===== src/rtl/led_pattern_gen_if.sv =====
// Control/status bundle between the LED pattern source and its consumers:
// the run enable going in, the tick strobe and both waveforms coming out.
interface led_pattern_gen_if;
  logic enable;
  logic tick;
  logic pattern1;
  logic pattern2;

  modport master (
    output enable,
    input  tick,
    input  pattern1,
    input  pattern2
  );

  modport slave (
    input  enable,
    output tick,
    output pattern1,
    output pattern2
  );
endinterface


===== src/rtl/led_pattern_gen.sv =====
// Shared LED pattern source: a prescaled time-base tick, a 50% blink on
// pattern1 and a double-pulse heartbeat on pattern2. Every output is a register.
module led_pattern_gen #(
  parameter int TICK_DIV     = 12000,
  parameter int BLINK_TICKS  = 500,
  parameter int PULSE_TICKS  = 100,
  parameter int GAP_TICKS    = 150,
  parameter int PERIOD_TICKS = 1000
) (
  input  logic              clk,
  input  logic              rst,
  led_pattern_gen_if.slave  bus
);
  localparam int REST_TICKS = PERIOD_TICKS - 2*PULSE_TICKS - GAP_TICKS;
  localparam int PG_MAX     = (PULSE_TICKS > GAP_TICKS) ? PULSE_TICKS : GAP_TICKS;
  localparam int PH_MAX     = (PG_MAX > REST_TICKS) ? PG_MAX : REST_TICKS;
  localparam int PS_W       = (TICK_DIV > 1) ? $clog2(TICK_DIV) : 1;
  localparam int BL_W       = (BLINK_TICKS > 1) ? $clog2(BLINK_TICKS) : 1;
  localparam int PH_W       = (PH_MAX > 1) ? $clog2(PH_MAX) : 1;

  localparam logic [PS_W-1:0] PS_LAST    = PS_W'(TICK_DIV - 1);
  localparam logic [BL_W-1:0] BLINK_LAST = BL_W'(BLINK_TICKS - 1);
  localparam logic [PH_W-1:0] PULSE_LAST = PH_W'(PULSE_TICKS - 1);
  localparam logic [PH_W-1:0] GAP_LAST   = PH_W'(GAP_TICKS - 1);
  localparam logic [PH_W-1:0] REST_LAST  = PH_W'(REST_TICKS - 1);

  typedef enum logic [2:0] {
    S_IDLE   = 3'd0,
    S_PULSE1 = 3'd1,
    S_GAP    = 3'd2,
    S_PULSE2 = 3'd3,
    S_REST   = 3'd4
  } state_t;

  logic [PS_W-1:0] r_prescaler;
  logic            r_tick;
  logic [BL_W-1:0] r_blink_cnt;
  logic            r_pattern1;
  logic [PH_W-1:0] r_phase;
  state_t          r_state;
  logic            r_pattern2;

  // tick is registered from the prescaler's terminal count, one clock wide
  always_ff @(posedge clk or posedge rst) begin
    if (rst) begin
      r_prescaler <= '0;
      r_tick      <= 1'b0;
    end else if (!bus.enable) begin
      r_prescaler <= '0;
      r_tick      <= 1'b0;
    end else begin
      r_tick      <= (r_prescaler == PS_LAST);
      r_prescaler <= (r_prescaler == PS_LAST) ? '0 : r_prescaler + 1'b1;
    end
  end

  always_ff @(posedge clk or posedge rst) begin
    if (rst) begin
      r_blink_cnt <= '0;
      r_pattern1  <= 1'b0;
    end else if (!bus.enable) begin
      r_blink_cnt <= '0;
      r_pattern1  <= 1'b0;
    end else if (r_tick) begin
      if (r_blink_cnt == BLINK_LAST) begin
        r_blink_cnt <= '0;
        r_pattern1  <= ~r_pattern1;
      end else begin
        r_blink_cnt <= r_blink_cnt + 1'b1;
      end
    end
  end

  // pattern2 is loaded alongside each state change so it follows the next state
  always_ff @(posedge clk or posedge rst) begin
    if (rst) begin
      r_state    <= S_IDLE;
      r_phase    <= '0;
      r_pattern2 <= 1'b0;
    end else if (!bus.enable || r_state > S_REST) begin
      r_state    <= S_IDLE;
      r_phase    <= '0;
      r_pattern2 <= 1'b0;
    end else if (r_tick) begin
      case (r_state)
        S_IDLE: begin
          r_state    <= S_PULSE1;
          r_phase    <= '0;
          r_pattern2 <= 1'b1;
        end
        S_PULSE1: begin
          if (r_phase == PULSE_LAST) begin
            r_state    <= S_GAP;
            r_phase    <= '0;
            r_pattern2 <= 1'b0;
          end else begin
            r_phase <= r_phase + 1'b1;
          end
        end
        S_GAP: begin
          if (r_phase == GAP_LAST) begin
            r_state    <= S_PULSE2;
            r_phase    <= '0;
            r_pattern2 <= 1'b1;
          end else begin
            r_phase <= r_phase + 1'b1;
          end
        end
        S_PULSE2: begin
          if (r_phase == PULSE_LAST) begin
            r_state    <= S_REST;
            r_phase    <= '0;
            r_pattern2 <= 1'b0;
          end else begin
            r_phase <= r_phase + 1'b1;
          end
        end
        S_REST: begin
          if (r_phase == REST_LAST) begin
            r_state    <= S_PULSE1;
            r_phase    <= '0;
            r_pattern2 <= 1'b1;
          end else begin
            r_phase <= r_phase + 1'b1;
          end
        end
        default: begin
          r_state    <= S_IDLE;
          r_phase    <= '0;
          r_pattern2 <= 1'b0;
        end
      endcase
    end
  end

  assign bus.tick     = r_tick;
  assign bus.pattern1 = r_pattern1;
  assign bus.pattern2 = r_pattern2;
endmodule


===== src/flat_wrapper.sv =====
// flat-port wrapper written by rule: the top's interface ports become plain ports
module led_pattern_gen_flat 
#(
  parameter int TICK_DIV     = 12000,
  parameter int BLINK_TICKS  = 500,
  parameter int PULSE_TICKS  = 100,
  parameter int GAP_TICKS    = 150,
  parameter int PERIOD_TICKS = 1000
)
  (clk, rst, bus_enable, bus_tick, bus_pattern1, bus_pattern2);
  led_pattern_gen_if bus_i ();
  input  logic clk;
  input  logic rst;
  input wire logic [$bits(bus_i.enable)-1:0] bus_enable;
  output wire logic [$bits(bus_i.tick)-1:0] bus_tick;
  output wire logic [$bits(bus_i.pattern1)-1:0] bus_pattern1;
  output wire logic [$bits(bus_i.pattern2)-1:0] bus_pattern2;
  assign bus_i.enable = bus_enable;
  assign bus_tick = bus_i.tick;
  assign bus_pattern1 = bus_i.pattern1;
  assign bus_pattern2 = bus_i.pattern2;
  led_pattern_gen #(.TICK_DIV(TICK_DIV), .BLINK_TICKS(BLINK_TICKS), .PULSE_TICKS(PULSE_TICKS), .GAP_TICKS(GAP_TICKS), .PERIOD_TICKS(PERIOD_TICKS)) u_core (.clk(clk), .rst(rst), .bus(bus_i));
endmodule

===== config.mk =====
export PLATFORM = sky130hd
export DESIGN_NAME = led_pattern_gen_flat
export DESIGN_NICKNAME = d
export VERILOG_FILES = /design/src/rtl/led_pattern_gen_if.sv /design/src/rtl/led_pattern_gen.sv /design/src/flat_wrapper.sv
export SDC_FILE = /design/constraint.sdc
export NUM_CORES = 1
export LEC_CHECK = 0
export ABC_CLOCK_PERIOD_IN_PS = 5000
export CORE_ASPECT_RATIO = 0.6
export CORE_UTILIZATION = 28
export CTS_BUF_LIST = sky130_fd_sc_hd__clkbuf_8
export CTS_CLUSTER_SIZE = 40
export DETAILED_ROUTE_END_ITERATION = 16
export PLACE_DENSITY = 0.51
export SKIP_CTS_REPAIR_TIMING = 1
export SLEW_MARGIN = 5
export SYNTH_ARGS = -nofsm -noshare
export SYNTH_HDL_FRONTEND = slang
export SYNTH_SLANG_ARGS = --single-unit

===== constraint.sdc =====
create_clock -name clk -period 5 [get_ports clk]
set_clock_uncertainty 0.1 [all_clocks]
set_input_delay 1 -clock clk [delete_from_list [all_inputs] [get_ports clk]]
set_output_delay 1 -clock clk [all_outputs]
set_load 0.02 [all_outputs]

==> reports/qor.yml, run 1 <==
status:
  status: "completed"
critical_path:
  crit_chain: "clkdlybuf4s50_1 -> nand2_1 -> nand4_1 -> or3_1 -> a21oi_1"
  crit_type: "in -> reg"
  path_max_fanout: 16
  cpPeakStageDelay_ns: 0.76
  arrival_ns: 2.80
  cp-start-kind: "input port"
  crit_path_top_delay_cell: "clkdlybuf4s50_1"
  cp.required_ns: 5.11
  end_kind: "flip-flop"
logic_synthesis:
  synth_area_leader_cell: "dfrtp_1"
  yosys_warnings: 0
  syn_avg_cell_area_um2: 9.62
  syn_area_um2: 2090
  synth_cells: 217
  ys_types: 43
  synthTopCellsByCount: "39 x dfrtp_1, 27 x nor2_1, 20 x nand2_1"
  synth_edf_count: 0
  ys_seq_area_frac: 0.467
  yosys-top-cells-area: "dfrtp_1 47%, nor2_1 4.9%, nand3_1 3.8%"
  synth_top_flop_cell: "dfrtp_1"
  synth-async-reset-ratio: 1.00
  syn_nets: 224
  synth.most_common_cell: "dfrtp_1"
  ys_ff_latch: 39
  synth.top_cell.area_share: 0.467
drt:
  wirelength_mm: 4.26
  wire_per_inst_um: 13.1
  drt_pass1_iterations: 4
  num_vias: 1520
  avgViaCountPerCell: 4.66
  drtIter0Drc: 67
  ant_nets: 0
  drc: 0
place:
  place_congestion: 0.852
  dp_hpwl_mm: 3.08
  numPortBuffers: 5
power_and_ir_drop:
  internal_power_mw: 0.522
  sw_frac_of_total: 0.208
  leakagePower_nw: 0.971
  switchingPower_mw: 0.137
  seqPwrFrac: 0.484
  finalPower_mw: 0.659
  ir_worst_vdd_mv: 0.0998
  power_frac_comb: 0.032
  power_frac_clock: 0.484
  power_density_nw_per_um2: 277
global_routing:
  grt_start_max_net_pins: 40
  grt_pass1_wl_mm: 7.34
  grt_pass1_vias: 1419
  grt.total_usage: 0.126
  grt_antenna_before_repair: 0
  grt_remaining_overflow: 0
clock_tree:
  cts_tree: "built"
  cts_made_buffers: 5
  ctsHtreeMaxLevel: 2
  clk_latency_ns: 0.29
  clk_pin_slew_ns: 0.09
  cts-root-buf: "clkbuf_8"
  cts_sinks: 39
  cts_buffer_depth: 2
sta:
  fin_crit_ns: 2.69
  setup-tns-final_ns: 0
  slew_headroom: 0.558
  fmax_mhz: 372
  setup_viol: 0
  hold_violations: 0
  slew_viol_final: 0
  period_share: 0.538
  rsz0062_at_grt: "no"
  tightest_slew_ns: 0.661
hold_path:
  hold_class: "reg -> reg"
floorplan:
  dieArea_um2: 7820
  core_area_um2: 6940
  fp.dieW_um: 113
  start_util: 0.301
  die_h_um: 68.9
  placementRows: 23
  io_pins: 6
cells_and_area:
  multi_input_area_um2: 1050
  nets: 232
  areaGrowthSynthToFinish_pct: 13.8
  utilization: 0.343
  drive_gt1_frac: 0.0841
  seqCellArea_um2: 976
  n_antenna_cell: 0
  fillers: 728
run:
  maxCapViolCount: 0
==> metal layers <==
metal  global-route usage  vias to the layer above  routed length (um)
met5                    0                        -                   0
met4               0.0395                        0                  50
met3               0.0376                        5                 247
met2                0.150                       26                1460
met1                0.203                      715                2490
li1                     -                      774                   -
==> stage by stage <==
stage,hold WS (ns),area [um2],worst slack [ns],instances
floorplan,0.355,2090,2.84,217
global placement,0.386,2240,2.13,318
detailed placement,0.384,2240,2.02,318
CTS,0.395,2380,2.34,326
global route,0.424,2380,2.13,326
finish,0.390,2380,2.31,326
==> path summary, 6_finish.rpt <==
check                                                startpoint                           endpoint  slack [ns]  depth (start not counted)
max in group asynchronous                                   rst      u_core.r_phase[0]$_DFFE_PP0P_        3.42                          3
min in group asynchronous                                   rst   u_core.r_prescaler[10]$_DFF_PP0_        1.03                          3
worst max-delay path                                 bus_enable  u_core.r_blink_cnt[5]$_DFFE_PP0P_        2.31                          5
worst min-delay path            u_core.r_prescaler[0]$_DFF_PP0_    u_core.r_prescaler[0]$_DFF_PP0_        0.39                          1
worst max register to register    u_core.r_phase[1]$_DFFE_PP0P_    u_core.bus.pattern2$_DFFE_PP0P_        2.63                          8
worst min register to register  u_core.r_prescaler[0]$_DFF_PP0_    u_core.r_prescaler[0]$_DFF_PP0_        0.39                          1
==> final cells by class <==
class / count / area share
multi-input cells: 166 / 0.444
flip-flops and latches: 39 / 0.411
repair buffers: 6 / 0.0242
clock buffers: 5 / 0.0290
inverters: 7 / 0.0111
well taps: 100 / 0.0527
clock inverters: 3 / 0.0284
==> power groups by stage <==
stage | Combinational (mW) | Clock [mW] | Sequential [mW]
after floorplan | 0.0150 | 0 | 0.325
after global placement | 0.0217 | 0 | 0.325
after detailed placement | 0.0222 | 0 | 0.325
after CTS | 0.0222 | 0.326 | 0.319
after global routing | 0.0252 | 0.339 | 0.319
final | 0.0213 | 0.319 | 0.319
==> critical path, delay by kind of cell <==
kind / cells / cell delay (ns)
buf+inv: 1 / 0.76
simple gates: 3 / 0.89
compound gates: 1 / 0.15
==> logic make-up after synthesis <==
family	count (synthesis)	share of synthesized area
AO/OA/AOI/OAI	26	0.0899
buffers and inverters	12	0.0276
AND/OR/NAND/NOR	112	0.287
multiplexers	6	0.0288
adder cells (fa/ha/maj)	4	0.0240
XOR/XNOR	18	0.0755
flip-flops	39	0.467
==> state kept, by name, summed over array words and instances (netlist names) <==
| signal | cells |
|---|---|
| u_core.r_phase | 10 |
| u_core.bus.tick | 1 |
| u_core.r_prescaler | 14 |
| u_core.r_state | 3 |
| u_core.bus.pattern2 | 1 |
| u_core.bus.pattern1 | 1 |
| u_core.r_blink_cnt | 9 |
==> cells in the final DEF (no fill, tap or decap), types with 6 or more instances in the layout <==
cell,count
xor2_1,9
o21ai_0,9
xnor2_1,9
dfrtp_1,39
mux2i_1,6
nand3_1,16
nand2_1,20
inv_1,7
nor3_1,10
nor2_1,27
No activity file was read; power rests on OpenSTA's default activity.
==> inputs of run 2 (changes only) <==
--- a/config.mk
+++ b/config.mk
@@ -5,13 +5,13 @@
 export SDC_FILE = /design/constraint.sdc
 export NUM_CORES = 1
 export LEC_CHECK = 0
-export ABC_CLOCK_PERIOD_IN_PS = 5000
+export ABC_CLOCK_PERIOD_IN_PS = 2200
 export CORE_ASPECT_RATIO = 0.6
 export CORE_UTILIZATION = 28
 export CTS_BUF_LIST = sky130_fd_sc_hd__clkbuf_8
 export CTS_CLUSTER_SIZE = 40
 export DETAILED_ROUTE_END_ITERATION = 16
-export PLACE_DENSITY = 0.51
+export PLACE_DENSITY = 0.53
 export SKIP_CTS_REPAIR_TIMING = 1
 export SLEW_MARGIN = 5
 export SYNTH_ARGS = -nofsm -noshare
==> constraint.sdc (replaced) <==
create_clock -name clk -period 2.2 [get_ports clk]
set_clock_uncertainty 0.1 [all_clocks]
set_input_delay 0.44 -clock clk [delete_from_list [all_inputs] [get_ports clk]]
set_output_delay 0.44 -clock clk [all_outputs]
set_load 0.02 [all_outputs]
==> run 2 against run 1 <==
The flow now finishes with violations (negative setup slack). Wire length is 1.3% lower. Worst setup slack worse by 2.3 ns. First-iteration DRC count is 15% higher. Final area is 6.1% higher. Hold slack better by 0.0093 ns. Power is 130% higher. Global-route usage is 0.18 points lower. Final cell count is 4.3% higher. Die area stayed put. Critical path type is now reg -> reg.
==> reports/qor.yml, run 2 (same netlist as run 1, synthesis figures left out) <==
sta:
  slew_viol_final: 0  # unchanged
  layout_setup_ws_ns: -0.00572  # -2.32 ns
  tightest_slew_ns: 0.513  # -0.148 ns
  whs_ns: 0.399  # +0.00926 ns
  period_share: 1.00
  setup_viol: 1  # +1
  fmax_mhz: 453
  fin_crit_ns: 2.21
  hold_violations: 0  # unchanged
  slew_headroom: 0.658  # +0.100
  rsz0062_at_grt: "yes"
critical_path:
  path_max_fanout: 8  # -8
  rr_worst_depth: 8  # unchanged
  crit_path_top_delay_cell: "or4_4"
  path_delay_family: "compound AO/OA/AOI/OAI gates"
  end_kind: "flip-flop"
  cpPeakStageDelay_ns: 0.43  # -0.33 ns
  crit_type: "reg -> reg"
  cp-start-kind: "flip-flop"
  timing.critical_path.buf_inv: 1  # unchanged
  crit_cells: 8  # +3
  crit_chain: "inv_2 -> ha_4 -> nand4bb_1 -> or4_4 -> a31o_4 -> o21ai_4 -> nor2_2 -> a22o_1"
  arrival_ns: 2.29  # -0.51 ns
  cp.required_ns: 2.28  # -2.83 ns
cells_and_area:
  reg_top3: "u_core.r_prescaler: 14 flops, u_core.r_phase: 10 flops, u_core.r_blink_cnt: 9 flops"
  seqCellArea_um2: 976  # unchanged
  final_common_cell: "dfrtp_1"
  nets: 246  # +6.0%
  multi_input_area_um2: 1100  # +4.2%
  largest_register_ff_count: 14  # unchanged
  final_cell_mix: "39 x dfrtp_1, 26 x nor2_1, 20 x nand2_1, 16 x nand3_1, 15 x buf_4"
  fillers: 686  # -5.8%
  top_register: "u_core.r_prescaler"
  areaGrowthSynthToFinish_pct: 20.7
  drive_gt1_frac: 0.167  # +0.0826
  n_antenna_cell: 0  # unchanged
drt:
  wirelength_mm: 4.20  # -1.3%
  drc: 0  # unchanged
  wire_per_inst_um: 12.4  # -5.4%
  avgViaCountPerCell: 4.65  # -0.33%
  num_vias: 1580  # +3.9%
  drt-met1-wl_mm: 2.44  # -2.2%
  wl_met2_mm: 1.58  # +7.8%
  met3_length_um: 161  # -35%
  drt_pass1_iterations: 4  # unchanged
  drtIter0Drc: 77  # +15%
  top_layer: "met4"
  ant_nets: 0  # unchanged
hold_path:
  hold_class: "reg -> reg"
  holdPathStages: 1  # unchanged
run:
  maxCapViolCount: 0  # unchanged
status:
  status: "complete, but fails checks"
  violations: "negative setup slack"
power_and_ir_drop:
  power_density_nw_per_um2: 592  # +110%
  leakagePower_nw: 1.05  # +8.5%
  finalPower_mw: 1.49  # +130%
  ir_worst_vdd_mv: 0.225  # +130%
clock_tree:
  clk_pin_slew_ns: 0.08  # about the same
  cts_made_buffers: 5  # unchanged
  cts_tree: "built"
  clk_latency_ns: 0.29  # about the same
  ctsHtreeMaxLevel: 2  # unchanged
  cts_sinks: 39  # unchanged
  cts_buffer_depth: 2  # unchanged
  cts-root-buf: "clkbuf_8"
global_routing:
  grt_pass1_vias: 1484  # +4.6%
  grt.total_usage: 0.124  # -0.00183
  grt_start_max_net_pins: 40  # unchanged
  grt_remaining_overflow: 0  # unchanged
  grt_pass1_wl_mm: 7.38  # +0.57%
  grt_antenna_before_repair: 0  # unchanged
floorplan:
  placementRows: 23  # unchanged
  start_util: 0.301  # unchanged
  fp.dieW_um: 113  # unchanged
  dieArea_um2: 7820  # unchanged
  io_pins: 6  # unchanged
  die_h_um: 68.9  # unchanged
  core_area_um2: 6940  # unchanged
place:
  place_congestion: 0.836  # -1.8%
  dp_slack_ns: -0.121  # -2.14 ns
  numPortBuffers: 5  # unchanged
  dp_hpwl_mm: 3.00  # -2.5%
==> run 2: changes by cell type in the layout (fill, tap and decap cells not counted), sizes merged <==
cell,before,now
inv,7,8
buf,1,15
clkinvlp,1,0
==> run 2: cell type report <==
class                           instances  share of cell area
Multi-Input combinational cell        166               0.436
Timing Repair Buffer                   20              0.0645
Sequential cell                        39               0.387
Clock buffer                            5              0.0273
Clock inverter                          3              0.0253
Tap cell                              100              0.0496
Inverter                                7              0.0104
==> run 2: power by group <==
group / internal [mW] / switching, mW / leakage [nW] / total [mW]
Combinational: 0.0146 / 0.0355 / 0.442 / 0.0500
Clock: 0.449 / 0.267 / 0.0695 / 0.717
Sequential: 0.721 / 0.00469 / 0.543 / 0.725
==> run 2: path summary, 6_finish.rpt <==
check                                                  endpoint                       startpoint  slack (ns)
worst min register to register  u_core.r_prescaler[0]$_DFF_PP0_  u_core.r_prescaler[0]$_DFF_PP0_        0.40
max in group asynchronous         u_core.r_phase[0]$_DFFE_PP0P_                              rst        1.17
worst max-delay path              u_core.r_phase[2]$_DFFE_PP0P_    u_core.r_phase[1]$_DFFE_PP0P_      -0.006
worst max register to register    u_core.r_phase[2]$_DFFE_PP0P_    u_core.r_phase[1]$_DFFE_PP0P_      -0.006
min in group asynchronous       u_core.bus.pattern1$_DFFE_PP0P_                              rst        0.46
worst min-delay path            u_core.r_prescaler[0]$_DFF_PP0_  u_core.r_prescaler[0]$_DFF_PP0_        0.40
==> run 2: worst reg2reg max path: cells and delay by family, from the launching register on <==
| kind | cells | cell delay, ns |
|---|---|---|
| flip-flops | 1 | 0.40 |
| buffers and inverters | 1 | 0.08 |
| adder cells (fa/ha/maj) | 1 | 0.12 |
| AO/OA/AOI/OAI | 3 | 0.75 |
| AND/OR/NAND/NOR | 3 | 0.65 |
==> run 2: metal layers <==
metal	track usage	vias up
met5	0	-
met4	0.0280	0
met2	0.163	23
met3	0.0446	2
met1	0.188	753
li1	-	802
==> run 2: per-stage QoR <==
step,setup TNS (ns),cells,utilization,instance area (um2)
after floorplan,0,217,-,2090
after global placement,-0.213,331,0.337,2340
after detailed placement,-0.729,331,0.337,2340
after CTS,-1.01,339,0.356,2470
after global routing,-0.590,340,0.364,2520
final,-0.00572,340,0.364,2520
==> inputs of run 3 (changes only) <==
--- a/config.mk
+++ b/config.mk
@@ -5,13 +5,12 @@
 export SDC_FILE = /design/constraint.sdc
 export NUM_CORES = 1
 export LEC_CHECK = 0
-export ABC_CLOCK_PERIOD_IN_PS = 2200
-export CORE_ASPECT_RATIO = 0.6
+export ABC_CLOCK_PERIOD_IN_PS = 2410
 export CORE_UTILIZATION = 28
 export CTS_BUF_LIST = sky130_fd_sc_hd__clkbuf_8
 export CTS_CLUSTER_SIZE = 40
 export DETAILED_ROUTE_END_ITERATION = 16
-export PLACE_DENSITY = 0.53
+export PLACE_DENSITY = 0.51
 export SKIP_CTS_REPAIR_TIMING = 1
 export SLEW_MARGIN = 5
 export SYNTH_ARGS = -nofsm -noshare
==> constraint.sdc (replaced) <==
create_clock -name clk -period 2.41 [get_ports clk]
set_clock_uncertainty 0.1 [all_clocks]
set_input_delay 0.482 -clock clk [delete_from_list [all_inputs] [get_ports clk]]
set_output_delay 0.482 -clock clk [all_outputs]
set_load 0.02 [all_outputs]
==> run 3 against run 2 <==
Clock power is 34% lower. Worst setup slack improved by 0.13 ns. Maximum frequency is 3.4% lower. Die area fell by 0.15%. Final cell count is 2.9% lower. The flow now finishes without violations.
==> reports/qor.yml, run 3 (same netlist as run 1, synthesis figures left out) <==
sta:
  setup_viol: 0  # -1
  fin_crit_ns: 2.28  # +0.0774 ns
  rsz0062_at_grt: "no"
  hold_violations: 0  # unchanged
  period_share: 0.947  # -0.0553
  fmax_mhz: 438  # -3.4%
  slew_viol_final: 0  # unchanged
  setup-tns-final_ns: 0  # +0.00572 ns
  slew_headroom: 0.660  # +0.00214
  layout_setup_ws_ns: 0.127  # +0.133 ns
  tightest_slew_ns: 0.508  # -0.00508 ns
global_routing:
  grt_start_max_net_pins: 40  # unchanged
  grt_pass1_vias: 1387  # -6.5%
  grt_remaining_overflow: 0  # unchanged
  grt_antenna_before_repair: 0  # unchanged
  grt.total_usage: 0.110  # -0.0141
  grt_pass1_wl_mm: 6.58  # -11%
clock_tree:
  clk_pin_slew_ns: 0.08  # about the same
  cts_tree: "built"
  cts-root-buf: "clkbuf_8"
  cts_sinks: 39  # unchanged
  cts_buffer_depth: 2  # unchanged
  clk_latency_ns: 0.29  # about the same
  cts_made_buffers: 5  # unchanged
  ctsHtreeMaxLevel: 2  # unchanged
cells_and_area:
  final_cell_mix: "39 x dfrtp_1, 27 x nor2_1, 20 x nand2_1, 16 x nand3_1, 10 x nor3_1"
  final_common_cell: "dfrtp_1"
  top_register: "u_core.r_prescaler"
  nets: 237  # -3.7%
  multi_input_area_um2: 1050  # -4.0%
  largest_register_ff_count: 14  # unchanged
  fillers: 767  # +12%
  n_antenna_cell: 0  # unchanged
  seqCellArea_um2: 976  # unchanged
  drive_gt1_frac: 0.104  # -0.0628
  areaGrowthSynthToFinish_pct: 13.7
  utilization: 0.329  # -0.0344
  reg_top3: "u_core.r_prescaler: 14 flops, u_core.r_phase: 10 flops, u_core.r_blink_cnt: 9 flops"
place:
  numPortBuffers: 5  # unchanged
  place_congestion: 0.814  # -2.7%
  dp_slack_ns: 0.105  # +0.226 ns
  dp_hpwl_mm: 2.71  # -9.5%
power_and_ir_drop:
  power_frac_clock: 0.402  # -0.078
  internal_power_mw: 0.906  # -24%
  switchingPower_mw: 0.279  # -9.3%
  seqPwrFrac: 0.559  # +0.073
  leakagePower_nw: 0.980  # -7.0%
  power_density_nw_per_um2: 499  # -16%
  power_frac_comb: 0.039  # +0.005
  ir_worst_vdd_mv: 0.215  # -4.4%
  sw_frac_of_total: 0.235  # +0.0294
critical_path:
  rr_worst_depth: 8  # unchanged
  rrSetupSlack_ns: 0.13  # +0.13 ns
  crit_type: "reg -> reg"
  arrival_ns: 2.37  # +0.08 ns
  cpPeakStageDelay_ns: 0.50  # +0.07 ns
  crit_cells: 8  # unchanged
  cp-start-kind: "flip-flop"
  crit_path_top_delay_cell: "or4_4"
  path_max_fanout: 8  # unchanged
  timing.critical_path.buf_inv: 1  # unchanged
  cp.required_ns: 2.49  # +0.21 ns
  crit_chain: "inv_1 -> ha_1 -> nand4bb_1 -> or4_4 -> a31o_4 -> o21ai_4 -> o21ai_1 -> a22o_1"
  end_kind: "flip-flop"
  path_delay_family: "compound AO/OA/AOI/OAI gates"
drt:
  drtIter0Drc: 68  # -12%
  drc: 0  # unchanged
  wire_per_inst_um: 11.6  # -6.5%
  avgViaCountPerCell: 4.58  # -1.5%
  num_vias: 1510  # -4.4%
  drt_pass1_iterations: 4  # unchanged
  ant_nets: 0  # unchanged
  wirelength_mm: 3.81  # -9.2%
floorplan:
  fp.dieW_um: 88.4  # -22%
  placementRows: 31  # +35%
  io_pins: 6  # unchanged
  start_util: 0.289  # -0.0116
  die_h_um: 88.4  # +28%
  dieArea_um2: 7810  # -0.15%
  core_area_um2: 7210  # +4.0%
hold_path:
  holdPathStages: 1  # unchanged
  hold_class: "reg -> reg"
run:
  maxCapViolCount: 0  # unchanged
status:
  status: "completed"
-- run 3: path summary, 6_finish.rpt --
kind / start / to
min: u_core.r_prescaler[0]$_DFF_PP0_ / u_core.r_prescaler[0]$_DFF_PP0_
min in group asynchronous: rst / u_core.bus.pattern2$_DFFE_PP0P_
max in group asynchronous: rst / u_core.r_phase[5]$_DFFE_PP0P_
min reg2reg: u_core.r_prescaler[0]$_DFF_PP0_ / u_core.r_prescaler[0]$_DFF_PP0_
max reg2reg: u_core.r_phase[1]$_DFFE_PP0P_ / u_core.r_phase[7]$_DFFE_PP0P_
max: u_core.r_phase[1]$_DFFE_PP0P_ / u_core.r_phase[7]$_DFFE_PP0P_
-- run 3: through the flow --
step	hold slack (ns)	total power [mW]	std cells	cell area, um2
after CTS	0.398	1.21	330	2370
final	0.390	1.18	330	2370
after floorplan	0.355	0.705	217	2090
after detailed placement	0.385	0.724	322	2280
after global routing	0.411	1.25	330	2370
after global placement	0.380	0.724	322	2280
-- run 3: power groups by stage --
stage	logic, mW	registers [mW]	clock network [mW]
2_1_floorplan	0.0311	0.674	0
3_3_place_gp	0.0488	0.675	0
3_5_place_dp	0.0489	0.675	0
4_1_cts	0.0489	0.662	0.502
5_1_grt	0.0551	0.663	0.533
6_report	0.0467	0.662	0.476
-- run 3: layout make-up --
class / instances / share of cell area
Inverter: 7 / 0.0111
Clock buffer: 6 / 0.0348
Multi-Input combinational cell: 166 / 0.444
Clock inverter: 2 / 0.00685
Sequential cell: 39 / 0.411
Tap cell: 99 / 0.0522
Timing Repair Buffer: 11 / 0.0400
-- run 3: worst register-to-register path, stage by stage, from the launching register on --
cell and delay [ns]:
dfrtp_1 0.40, inv_1 0.08, ha_1 0.14, nand4bb_1 0.13, or4_4 0.50, a31o_4 0.29
o21ai_4 0.21, o21ai_1 0.10, a22o_1 0.23
-- run 3: routing by layer --
layer	track usage	vias to the layer above	routed length [um]
met4	0.0396	0	40
met3	0.0336	2	84
met1	0.148	709	1930
li1	-	786	-
met5	0	-	0
met2	0.168	13	1760
